<file path="src/rtl/la_csa_accum_if.sv">
// Stream bundle for la_csa_accum: operand beats in, resolved sum/count out.
// The master modport drives operands and takes results; slave is the accumulator side.
interface la_csa_accum_if #(
    parameter int unsigned W    = 16,
    parameter int unsigned AW   = 24,
    parameter int unsigned CNTW = 8
);
    logic            in_valid;
    logic            in_ready;
    logic [W-1:0]    in_a;
    logic [W-1:0]    in_b;
    logic            in_bvalid;
    logic            in_last;
    logic            out_valid;
    logic            out_ready;
    logic [AW-1:0]   out_data;
    logic [CNTW-1:0] out_cnt;

    modport master (
        output in_valid, in_a, in_b, in_bvalid, in_last, out_ready,
        input  in_ready, out_valid, out_data, out_cnt
    );

    modport slave (
        input  in_valid, in_a, in_b, in_bvalid, in_last, out_ready,
        output in_ready, out_valid, out_data, out_cnt
    );
endinterface

</file>
<file path="src/rtl/la_csa_accum.sv">
// Multi-operand accumulator: each beat folds up to two operands into a redundant S/C
// state via a row of 4:2 compressors, then resolves it CW bits per cycle on the last beat.
module la_csa_accum #(
    parameter int unsigned W    = 16,
    parameter int unsigned AW   = 24,
    parameter int unsigned CW   = 8,
    parameter int unsigned CNTW = 8
) (
    input logic           clk,
    input logic           reset,
    la_csa_accum_if.slave io_bus
);
    localparam int unsigned NCH = AW / CW;
    localparam int unsigned IW  = (NCH > 1) ? $clog2(NCH) : 1;

    typedef enum logic [1:0] {StAcc, StRes, StOut} state_e;

    state_e          r_state;
    state_e          w_state_nxt;
    logic [AW-1:0]   r_s;
    logic [AW-1:0]   r_c;
    logic [AW-1:0]   r_res;
    logic [CNTW-1:0] r_cnt;
    logic [IW-1:0]   r_idx;
    logic            r_rc;

    logic            w_in_fire;
    logic            w_out_fire;
    logic            w_last_chunk;
    logic [AW-1:0]   w_opa;
    logic [AW-1:0]   w_opb;
    logic [AW-1:0]   w_cb;
    logic [AW-1:0]   w_s1;
    logic [AW-1:0]   w_co;
    logic [AW-1:0]   w_cin;
    logic [AW-1:0]   w_sum;
    logic [AW-1:0]   w_car;
    logic [CW:0]     w_chunk;
    logic [CNTW:0]   w_cnt_inc;
    logic [CNTW-1:0] w_cnt_nxt;

    assign io_bus.in_ready  = (r_state == StAcc);
    assign io_bus.out_valid = (r_state == StOut);
    assign io_bus.out_data  = r_res;
    assign io_bus.out_cnt   = r_cnt;

    assign w_in_fire    = io_bus.in_valid & (r_state == StAcc);
    assign w_out_fire   = io_bus.out_ready & (r_state == StOut);
    assign w_last_chunk = (r_idx == IW'(NCH - 1));

    assign w_opa = AW'(io_bus.in_a);
    assign w_opb = io_bus.in_bvalid ? AW'(io_bus.in_b) : '0;
    assign w_cb  = {r_c[AW-2:0], 1'b0};

    // 4:2 row: the inter-column carry (w_co) never depends on w_cin, so nothing ripples.
    assign w_s1  = r_s ^ w_cb ^ w_opa;
    assign w_co  = (r_s & w_cb) | (r_s & w_opa) | (w_cb & w_opa);
    assign w_cin = {w_co[AW-2:0], 1'b0};
    assign w_sum = w_s1 ^ w_opb ^ w_cin;
    assign w_car = (w_s1 & w_opb) | (w_s1 & w_cin) | (w_opb & w_cin);

    assign w_cnt_inc = {1'b0, r_cnt} + (CNTW+1)'(1) + (CNTW+1)'(io_bus.in_bvalid);
    assign w_cnt_nxt = w_cnt_inc[CNTW] ? '1 : w_cnt_inc[CNTW-1:0];

    assign w_chunk = {1'b0, r_s[r_idx*CW +: CW]} + {1'b0, w_cb[r_idx*CW +: CW]}
                   + (CW+1)'(r_rc);

    always_comb begin
        w_state_nxt = r_state;
        case (r_state)
            StAcc:   if (w_in_fire && io_bus.in_last) w_state_nxt = StRes;
            StRes:   if (w_last_chunk) w_state_nxt = StOut;
            StOut:   if (w_out_fire) w_state_nxt = StAcc;
            default: w_state_nxt = StAcc;
        endcase
    end

    always_ff @(posedge clk or posedge reset) begin
        if (reset) begin
            r_state <= StAcc;
        end else begin
            r_state <= w_state_nxt;
        end
    end

    always_ff @(posedge clk or posedge reset) begin
        if (reset) begin
            r_s   <= '0;
            r_c   <= '0;
            r_res <= '0;
            r_cnt <= '0;
            r_idx <= '0;
            r_rc  <= 1'b0;
        end else begin
            if (w_in_fire) begin
                r_s   <= w_sum;
                r_c   <= w_car;
                r_cnt <= w_cnt_nxt;
                if (io_bus.in_last) begin
                    r_idx <= '0;
                    r_rc  <= 1'b0;
                end
            end
            if (r_state == StRes) begin
                r_res[r_idx*CW +: CW] <= w_chunk[CW-1:0];
                r_rc                  <= w_chunk[CW];
                r_idx                 <= r_idx + IW'(1);
            end
            // Result register is left alone so out_data holds until the next resolve.
            if (w_out_fire) begin
                r_s   <= '0;
                r_c   <= '0;
                r_cnt <= '0;
            end
        end
    end
endmodule

</file>
<file path="src/flat_wrapper.sv">
// flat-port wrapper written by rule: the top's interface ports become plain ports
module la_csa_accum_flat 
#(
    parameter int unsigned W    = 16,
    parameter int unsigned AW   = 24,
    parameter int unsigned CW   = 8,
    parameter int unsigned CNTW = 8
)
  (clk, reset, io_bus_in_valid, io_bus_in_a, io_bus_in_b, io_bus_in_bvalid, io_bus_in_last, io_bus_out_ready, io_bus_in_ready, io_bus_out_valid, io_bus_out_data, io_bus_out_cnt);
  la_csa_accum_if #(.W(W), .AW(AW), .CNTW(CNTW)) io_bus_i ();
  input logic clk;
  input logic reset;
  input wire logic [$bits(io_bus_i.in_valid)-1:0] io_bus_in_valid;
  input wire logic [$bits(io_bus_i.in_a)-1:0] io_bus_in_a;
  input wire logic [$bits(io_bus_i.in_b)-1:0] io_bus_in_b;
  input wire logic [$bits(io_bus_i.in_bvalid)-1:0] io_bus_in_bvalid;
  input wire logic [$bits(io_bus_i.in_last)-1:0] io_bus_in_last;
  input wire logic [$bits(io_bus_i.out_ready)-1:0] io_bus_out_ready;
  output wire logic [$bits(io_bus_i.in_ready)-1:0] io_bus_in_ready;
  output wire logic [$bits(io_bus_i.out_valid)-1:0] io_bus_out_valid;
  output wire logic [$bits(io_bus_i.out_data)-1:0] io_bus_out_data;
  output wire logic [$bits(io_bus_i.out_cnt)-1:0] io_bus_out_cnt;
  assign io_bus_i.in_valid = io_bus_in_valid;
  assign io_bus_i.in_a = io_bus_in_a;
  assign io_bus_i.in_b = io_bus_in_b;
  assign io_bus_i.in_bvalid = io_bus_in_bvalid;
  assign io_bus_i.in_last = io_bus_in_last;
  assign io_bus_i.out_ready = io_bus_out_ready;
  assign io_bus_in_ready = io_bus_i.in_ready;
  assign io_bus_out_valid = io_bus_i.out_valid;
  assign io_bus_out_data = io_bus_i.out_data;
  assign io_bus_out_cnt = io_bus_i.out_cnt;
  la_csa_accum #(.W(W), .AW(AW), .CW(CW), .CNTW(CNTW)) u_core (.clk(clk), .reset(reset), .io_bus(io_bus_i));
endmodule
</file>
<file path="config.mk">
export PLATFORM = sky130hd
export DESIGN_NAME = la_csa_accum_flat
export DESIGN_NICKNAME = d
export VERILOG_FILES = /design/src/rtl/la_csa_accum_if.sv /design/src/rtl/la_csa_accum.sv /design/src/flat_wrapper.sv
export SDC_FILE = /design/constraint.sdc
export NUM_CORES = 1
export LEC_CHECK = 0
export CAP_MARGIN = 20
export CORE_UTILIZATION = 45
export DETAILED_ROUTE_END_ITERATION = 8
export GPL_ROUTABILITY_DRIVEN = 0
export PLACE_DENSITY = 0.73
export RECOVER_POWER = 100
export SETUP_SLACK_MARGIN = 0.05
export SYNTH_ARGS = -nofsm -noshare
export SYNTH_HDL_FRONTEND = slang
export SYNTH_SLANG_ARGS = --single-unit
</file>
<file path="constraint.sdc">
create_clock -name clk -period 6.1 [get_ports clk]
set_input_delay 1.22 -clock clk [delete_from_list [all_inputs] [get_ports clk]]
set_output_delay 1.22 -clock clk [all_outputs]
set_load 0.02 [all_outputs]
</file>
Word-level counts from Yosys, hierarchy flattened --
Index checks and enable logic that the tools add are counted.
Word-level totals: flip-flop bits (word level) 84, output and inout port bits 34
Operators by class: equality and inequality tests 6, shift-type cells 4, mux-type cells 19, reductions and logical operators 7, bitwise operators 16, add/subtract/negate cells 6
Operators with widths (count):
- $or A23 B23 Y23 | 4
- $and A23 B16 Y23 | 3
- $mux W24 | 2
- $shiftx A24 B6 Y8 | 2
- $xor A24 B16 Y24 | 2
- $xor A24 B24 Y24 | 2
- $and A23 B23 Y23 | 2
- $mux W23 | 2
- $neg A5 Y34 | 1
- $shift A8 B34 Y24 const A | 1
- $shiftx A8 B34 Y24 | 1
- $bwmux W24 | 1
- $mux W8 | 3
- $and A16 B23 Y23 | 1
- $add A9 B1 Y9 | 2
- $mux W16 | 1
- $mux W2 | 6
- $add A8 B1 Y9 const B | 1
- $add A8 B8 Y9 | 1
- $ne A2 B1 Y1 const B | 3
- $pmux W2 S3 | 1
- $reduce_bool A2 Y1 | 3
- $eq A2 B2 Y1 const B | 2
- $mux W1 | 3
- other kinds (7) | 8

Depth between registers and ports, before layout --
word-level depth 8, gate-level depth with buffers 12, depth with buffers taken out 11

Least setup slack after synthesis --
OpenSTA, ideal clock, no wires.
path kind input to register, from in io_bus_in_bvalid, to reg u_core.r_cnt[2], in the netlist u_core.io_bus.out_cnt[2], data arrival time 2.634 ns, data required time 5.979 ns, setup slack 3.345 ns, library setup time 0.121 ns, path buffers 1, stages on the path 10, cells stage by stage clkbuf_1 > inv_1 > ha_1 > inv_1 > ha_1 > and3_1 > and3_1 > nand3_1 > o21ai_0 > a22o_1
On the way: cells in the longest elaborated chain, start to end 4
RTL lines:
- from (decl) | RTL line flat_wrapper.sv:16 | input wire logic [$bits(io_bus_i.in_bvalid)-1:0] io_bus_in_bvalid;
- $add A9 B1 Y9 | RTL line la_csa_accum.sv:62 | assign w_cnt_inc = {1'b0, r_cnt} + (CNTW+1)'(1) + (CNTW+1)'(io_bus.in_bvalid);
- $mux W8 | RTL line la_csa_accum.sv:63 | assign w_cnt_nxt = w_cnt_inc[CNTW] ? '1 : w_cnt_inc[CNTW-1:0];
- $mux W8 | RTL line la_csa_accum.sv:95 | if (w_in_fire) begin
- $mux W8 | RTL line la_csa_accum.sv:110 | if (w_out_fire) begin
- to (signal assigned) | RTL line la_csa_accum.sv:98 | r_cnt <= w_cnt_nxt;
- to (decl) | RTL line la_csa_accum.sv:23 | logic [CNTW-1:0] r_cnt;
No other way between the ends. The select of a mux whose other input is x is not followed. A chain may end at the register's enable or synchronous reset.

Worst setup path in the final report --
from in io_bus_in_valid, to reg u_core.r_c[22]
On the way: cells in the longest elaborated chain, start to end 2
RTL lines:
- from (decl) | RTL line flat_wrapper.sv:13 | input wire logic [$bits(io_bus_i.in_valid)-1:0] io_bus_in_valid;
- $and A1 B1 Y1 | RTL line la_csa_accum.sv:47 | assign w_in_fire = io_bus.in_valid & (r_state == StAcc);
- $reduce_bool A2 Y1 (no source line)
- to (signal assigned) | RTL line la_csa_accum.sv:97 | r_c <= w_car;
- to (decl) | RTL line la_csa_accum.sv:21 | logic [AW-1:0] r_c;
No other way between the ends.

==> impl_metrics.prom <==
# TYPE chip_impl_metric gauge
chip_impl_metric{name="die_area",unit="µm²"} 11300
chip_impl_metric{name="route.detailed.drc",unit=""} 0
chip_impl_metric{name="final_period_demand_of_the_worst_path",unit="ps"} 3700
chip_impl_info{name="worstHoldStart",value="u_core.io_bus.out_data[7]$_DFFE_PP0P_"} 1
chip_impl_metric{name="maximum_number_of_pins_on_one_net_before_global_route_repair",unit=""} 85
chip_impl_metric{name="numPortBuffers",unit=""} 71
chip_impl_metric{name="routed_via_density",unit=""} 5.61
chip_impl_info{name="critical_path.startpoint_type",value="input pin"} 1
chip_impl_metric{name="floorplan.core_area",unit="µm²"} 10400
chip_impl_metric{name="post_synth_inst_count",unit=""} 424
chip_impl_info{name="cp-end-kind",value="flop"} 1
chip_impl_metric{name="synthXorXnorAreaFrac",unit="%"} 0.895
chip_impl_metric{name="wl_per_cell",unit="µm"} 17.4
chip_impl_metric{name="worstSetupPathDepth",unit=""} 5
chip_impl_metric{name="diodes",unit=""} 0
chip_impl_metric{name="met2_wire_length",unit="µm"} 5640
chip_impl_metric{name="vdd_ir_drop_max",unit="µV"} 194
chip_impl_metric{name="cts_resized",unit=""} 0
chip_impl_metric{name="async_flop_share",unit="%"} 100
chip_impl_metric{name="dp_hpwl",unit="µm"} 8170
chip_impl_metric{name="clk_pin_slew_worst_paths",unit="ps"} 90
chip_impl_metric{name="timing.final.crit_share",unit="%"} 60.6
chip_impl_info{name="r2r-end",value="u_core.io_bus.out_data[15]$_DFFE_PP0P_"} 1
chip_impl_metric{name="grtUsageTotal",unit="%"} 21.2
chip_impl_info{name="run_status",value="finished, violations left"} 1
chip_impl_metric{name="worst_hold_margin",unit="ps"} 481
chip_impl_metric{name="synth-seq-cells",unit=""} 84
chip_impl_metric{name="timing_hold_violations_final",unit=""} 0
chip_impl_metric{name="worstPathRequired",unit="ps"} 6390
chip_impl_metric{name="totalWireLength",unit="µm"} 11000
chip_impl_metric{name="report.final.slew_viol_count",unit=""} 92
chip_impl_metric{name="cp_num_buf_inv",unit=""} 2
chip_impl_info{name="whs_endpoint",value="u_core.io_bus.out_data[7]$_DFFE_PP0P_"} 1
chip_impl_metric{name="synth-compound-area-share",unit="%"} 18.7
chip_impl_info{name="ys.flop_type",value="sky130_fd_sc_hd__dfrtp_1"} 1
chip_impl_metric{name="highest_clock_rate",unit="MHz"} 270
chip_impl_metric{name="crit_path_max_fanout",unit=""} 48
chip_impl_metric{name="synth-warning-count",unit=""} 0
chip_impl_metric{name="layoutNonFillerInstCount",unit=""} 633
chip_impl_info{name="mostFrequentLayoutCells",value="sky130_fd_sc_hd__dfrtp_1 (84), sky130_fd_sc_hd__a22o_1 (65), sky130_fd_sc_hd__nand2_1 (40)"} 1
chip_impl_info{name="timing.rr.start",value="u_core.r_idx[0]$_DFFE_PP0P_"} 1
chip_impl_info{name="clockRootBuffer",value="sky130_fd_sc_hd__clkbuf_8"} 1
chip_impl_metric{name="postSynthAreaPerCell",unit="µm²"} 11.5
chip_impl_metric{name="reg2reg_setup_slack",unit="ps"} 2590
chip_impl_metric{name="setup-tns-final",unit="ps"} 0
chip_impl_info{name="highest_layer",value="met4"} 1
chip_impl_metric{name="totalPowerFinal",unit="W"} 0.00286
chip_impl_metric{name="dp_cells",unit=""} 616
chip_impl_metric{name="overall_overflow_remaining_after_global_route",unit=""} 0
chip_impl_metric{name="post_synth_and_or_nand_nor_area_fraction",unit="%"} 9.99
chip_impl_metric{name="cts.hold.buffers_added",unit=""} 0
chip_impl_metric{name="synth_fa_ha_area_share",unit="%"} 20.5
chip_impl_metric{name="drtPass1Iterations",unit=""} 4
chip_impl_metric{name="synthesis.area",unit="µm²"} 4890
chip_impl_metric{name="num_io_pins",unit=""} 72
chip_impl_metric{name="clk-insertion-delay-late",unit="ps"} 360
chip_impl_metric{name="final_layout_size_suffix_gt1_share",unit="%"} 5.03
chip_impl_metric{name="antenna_found_initial",unit=""} 0
chip_impl_metric{name="synth-edff-count",unit=""} 0
chip_impl_metric{name="wl_met1",unit="µm"} 4720
chip_impl_metric{name="cts_post_setup_buffers_inserted",unit=""} 0
chip_impl_metric{name="final.setup_skew",unit="ps"} 9.37
chip_impl_metric{name="nets_in_the_synthesized_netlist",unit=""} 523
chip_impl_metric{name="start_util",unit="%"} 47.0
chip_impl_info{name="ys_top_cells_by_area",value="sky130_fd_sc_hd__dfrtp_1 (43%), sky130_fd_sc_hd__fa_1 (13%), sky130_fd_sc_hd__a22o_1 (12%)"} 1
chip_impl_metric{name="layout.nets",unit=""} 591
chip_impl_metric{name="row_count",unit=""} 37
chip_impl_metric{name="drt_iter0_drc",unit=""} 166
chip_impl_metric{name="synth_mux_area_share",unit="%"} 3.50
chip_impl_metric{name="die_w",unit="µm"} 106
chip_impl_info{name="critical_path.startpoint",value="io_bus_in_valid"} 1
chip_impl_metric{name="synthDominantCellAreaShare",unit="%"} 42.9
chip_impl_info{name="worst-setup-path-type",value="in2reg"} 1
chip_impl_metric{name="worst_case_reg_to_reg_path_depth",unit=""} 9
chip_impl_metric{name="cap_violations",unit=""} 2
chip_impl_info{name="cp_slowest_cell",value="sky130_fd_sc_hd__clkbuf_1"} 1
chip_impl_metric{name="syn2layout_area_growth",unit="%"} 21.1
chip_impl_info{name="critical_path.cell_chain",value="dlygate4sd3_1 > mux2i_1 > or2_1 > clkbuf_1 > a22o_1"} 1
chip_impl_metric{name="grt_first_pass_wirelength",unit="µm"} 18600
chip_impl_metric{name="detailroute.wirelength.met3",unit="µm"} 505
chip_impl_metric{name="detailroute.via_count",unit=""} 3553
chip_impl_info{name="synth_top_area_cell",value="sky130_fd_sc_hd__dfrtp_1"} 1
chip_impl_info{name="mostFrequentLayoutCell",value="sky130_fd_sc_hd__dfrtp_1"} 1
chip_impl_metric{name="setup-violations-final",unit=""} 0
chip_impl_metric{name="worst_ep_arrival_time",unit="ps"} 3990
chip_impl_metric{name="worst_pin_slew",unit="ps"} 2300
chip_impl_metric{name="maximum_count_of_clock_buffers_along_a_single_path",unit=""} 2
chip_impl_metric{name="whs_path_cells",unit=""} 2
chip_impl_info{name="cpLargestDelayFamily",value="buffers and inverters"} 1
chip_impl_metric{name="slew_headroom",unit="%"} -53.3
chip_impl_metric{name="fp.dieH",unit="µm"} 106
chip_impl_metric{name="yosysUniqueCellTypes",unit=""} 43
chip_impl_info{name="worst_hold_path_type",value="reg2reg"} 1
chip_impl_metric{name="first_global_vias",unit=""} 3640
chip_impl_info{name="unrepaired_setup_endpoints_after_global_routing",value="no"} 1
chip_impl_info{name="cts_tree",value="yes"} 1
chip_impl_metric{name="cts_htree_levels",unit=""} 3
chip_impl_metric{name="pwr_density_cell",unit="nW/µm²"} 483
chip_impl_info{name="violations",value="max-capacitance violations, max-slew violations"} 1
chip_impl_metric{name="final_antenna_violating_net_count",unit=""} 0
chip_impl_metric{name="leakage_power_total",unit="nW"} 2.85
chip_impl_metric{name="cts_made_buffers",unit=""} 9
chip_impl_metric{name="critical-path-max-stage-delay",unit="ps"} 1520
chip_impl_metric{name="cts.sink_count",unit=""} 84
chip_impl_info{name="synth_top_family_by_area",value="adder cells"} 1
chip_impl_metric{name="synth-seq-area-share",unit="%"} 42.9
metal layers:
metal  global-route usage [%]  up-vias
li1                         -     1663
met1                     28.6     1785
met2                     34.0       92
met3                     3.92       13
met4                     7.74        0
met5                        0        -
cell type report:
cell class	instances	area (µm²)
fillers	894	4490
multi-input cells	307	2620
well taps	136	170
inverters	14	53.8
clock buffers	11	141
flip-flops and latches	84	2100
repair buffers	76	753
clock inverters	5	85.1
cells by family (layout without fill, tap and decap cells):
logic type,after synthesis,after routing
AO/OA/AOI/OAI,128,128
XOR/XNOR,5,5
adder cells (fa/ha/maj),61,61
buffers and inverters,33,106
flip-flops,84,84
multiplexers,17,17
AND/OR/NAND/NOR,96,96
worst max-delay path by stage:
stage	slack, ps	endpoint
4_1_cts	2620	u_core.io_bus.out_data[15]$_DFFE_PP0P_
3_3_place_gp	2600	u_core.io_bus.out_cnt[3]$_DFFE_PP0P_
5_1_grt	2080	u_core.r_s[23]$_DFFE_PP0P_
2_1_floorplan	2710	u_core.io_bus.out_cnt[0]$_DFFE_PP0P_
6_report	2400	u_core.r_c[22]$_DFFE_PP0P_
3_5_place_dp	2500	u_core.io_bus.out_cnt[4]$_DFFE_PP0P_
stage by stage:
step | worst slack [ps] | utilization [%] | area [µm²]
final | 2400 | 56.9 | 5930
after global routing | 2080 | 56.9 | 5930
after CTS | 2620 | 56.8 | 5920
after detailed placement | 2500 | 54.6 | 5690
after global placement | 2600 | 54.6 | 5690
after floorplan | 2710 | - | 4890
worst min-delay path: cells and delay by family, from the launching register on:
| family | cells | cell delay (ps) |
|---|---|---|
| compound gates | 1 | 60 |
| flops | 1 | 340 |
| simple gates | 1 | 50 |
state kept, by name (all words and copies together), names as in the netlist:
name                    cells
u_core.r_s                 24
u_core.r_idx                2
u_core.io_bus.out_cnt       8
u_core.r_state              2
u_core.r_rc                 1
u_core.r_c                 23
u_core.io_bus.out_data     24
power breakdown:
group	switching, W	internal (W)	leakage (nW)	total (W)
clock	0.000208	0.000243	0.110	0.000451
sequential	0.000197	0.000746	1.12	0.000943
combinational	0.000821	0.000646	1.62	0.00147
synthesized netlist by cell type (2+ instances only):
master                     count
sky130_fd_sc_hd__nand2_1      39
sky130_fd_sc_hd__inv_1        14
sky130_fd_sc_hd__buf_4         2
sky130_fd_sc_hd__a21o_1        3
sky130_fd_sc_hd__and2_1       16
sky130_fd_sc_hd__a31oi_1       2
sky130_fd_sc_hd__dfrtp_1      84
sky130_fd_sc_hd__a21oi_1      12
sky130_fd_sc_hd__o21a_1        2
sky130_fd_sc_hd__nor2_1       13
sky130_fd_sc_hd__clkbuf_1      6
sky130_fd_sc_hd__or3_1         2
sky130_fd_sc_hd__buf_2         7
sky130_fd_sc_hd__o21ai_0      26
sky130_fd_sc_hd__xnor2_1       4
sky130_fd_sc_hd__ha_1         29
sky130_fd_sc_hd__nand2b_1      6
sky130_fd_sc_hd__o21ai_1      13
sky130_fd_sc_hd__buf_6         4
sky130_fd_sc_hd__nand2_2       2
sky130_fd_sc_hd__mux2i_1      16
sky130_fd_sc_hd__and3_1        4
sky130_fd_sc_hd__fa_1         32
sky130_fd_sc_hd__a22o_1       65
sky130_fd_sc_hd__nand3_1       3
Power figures use the tool's default switching activity.
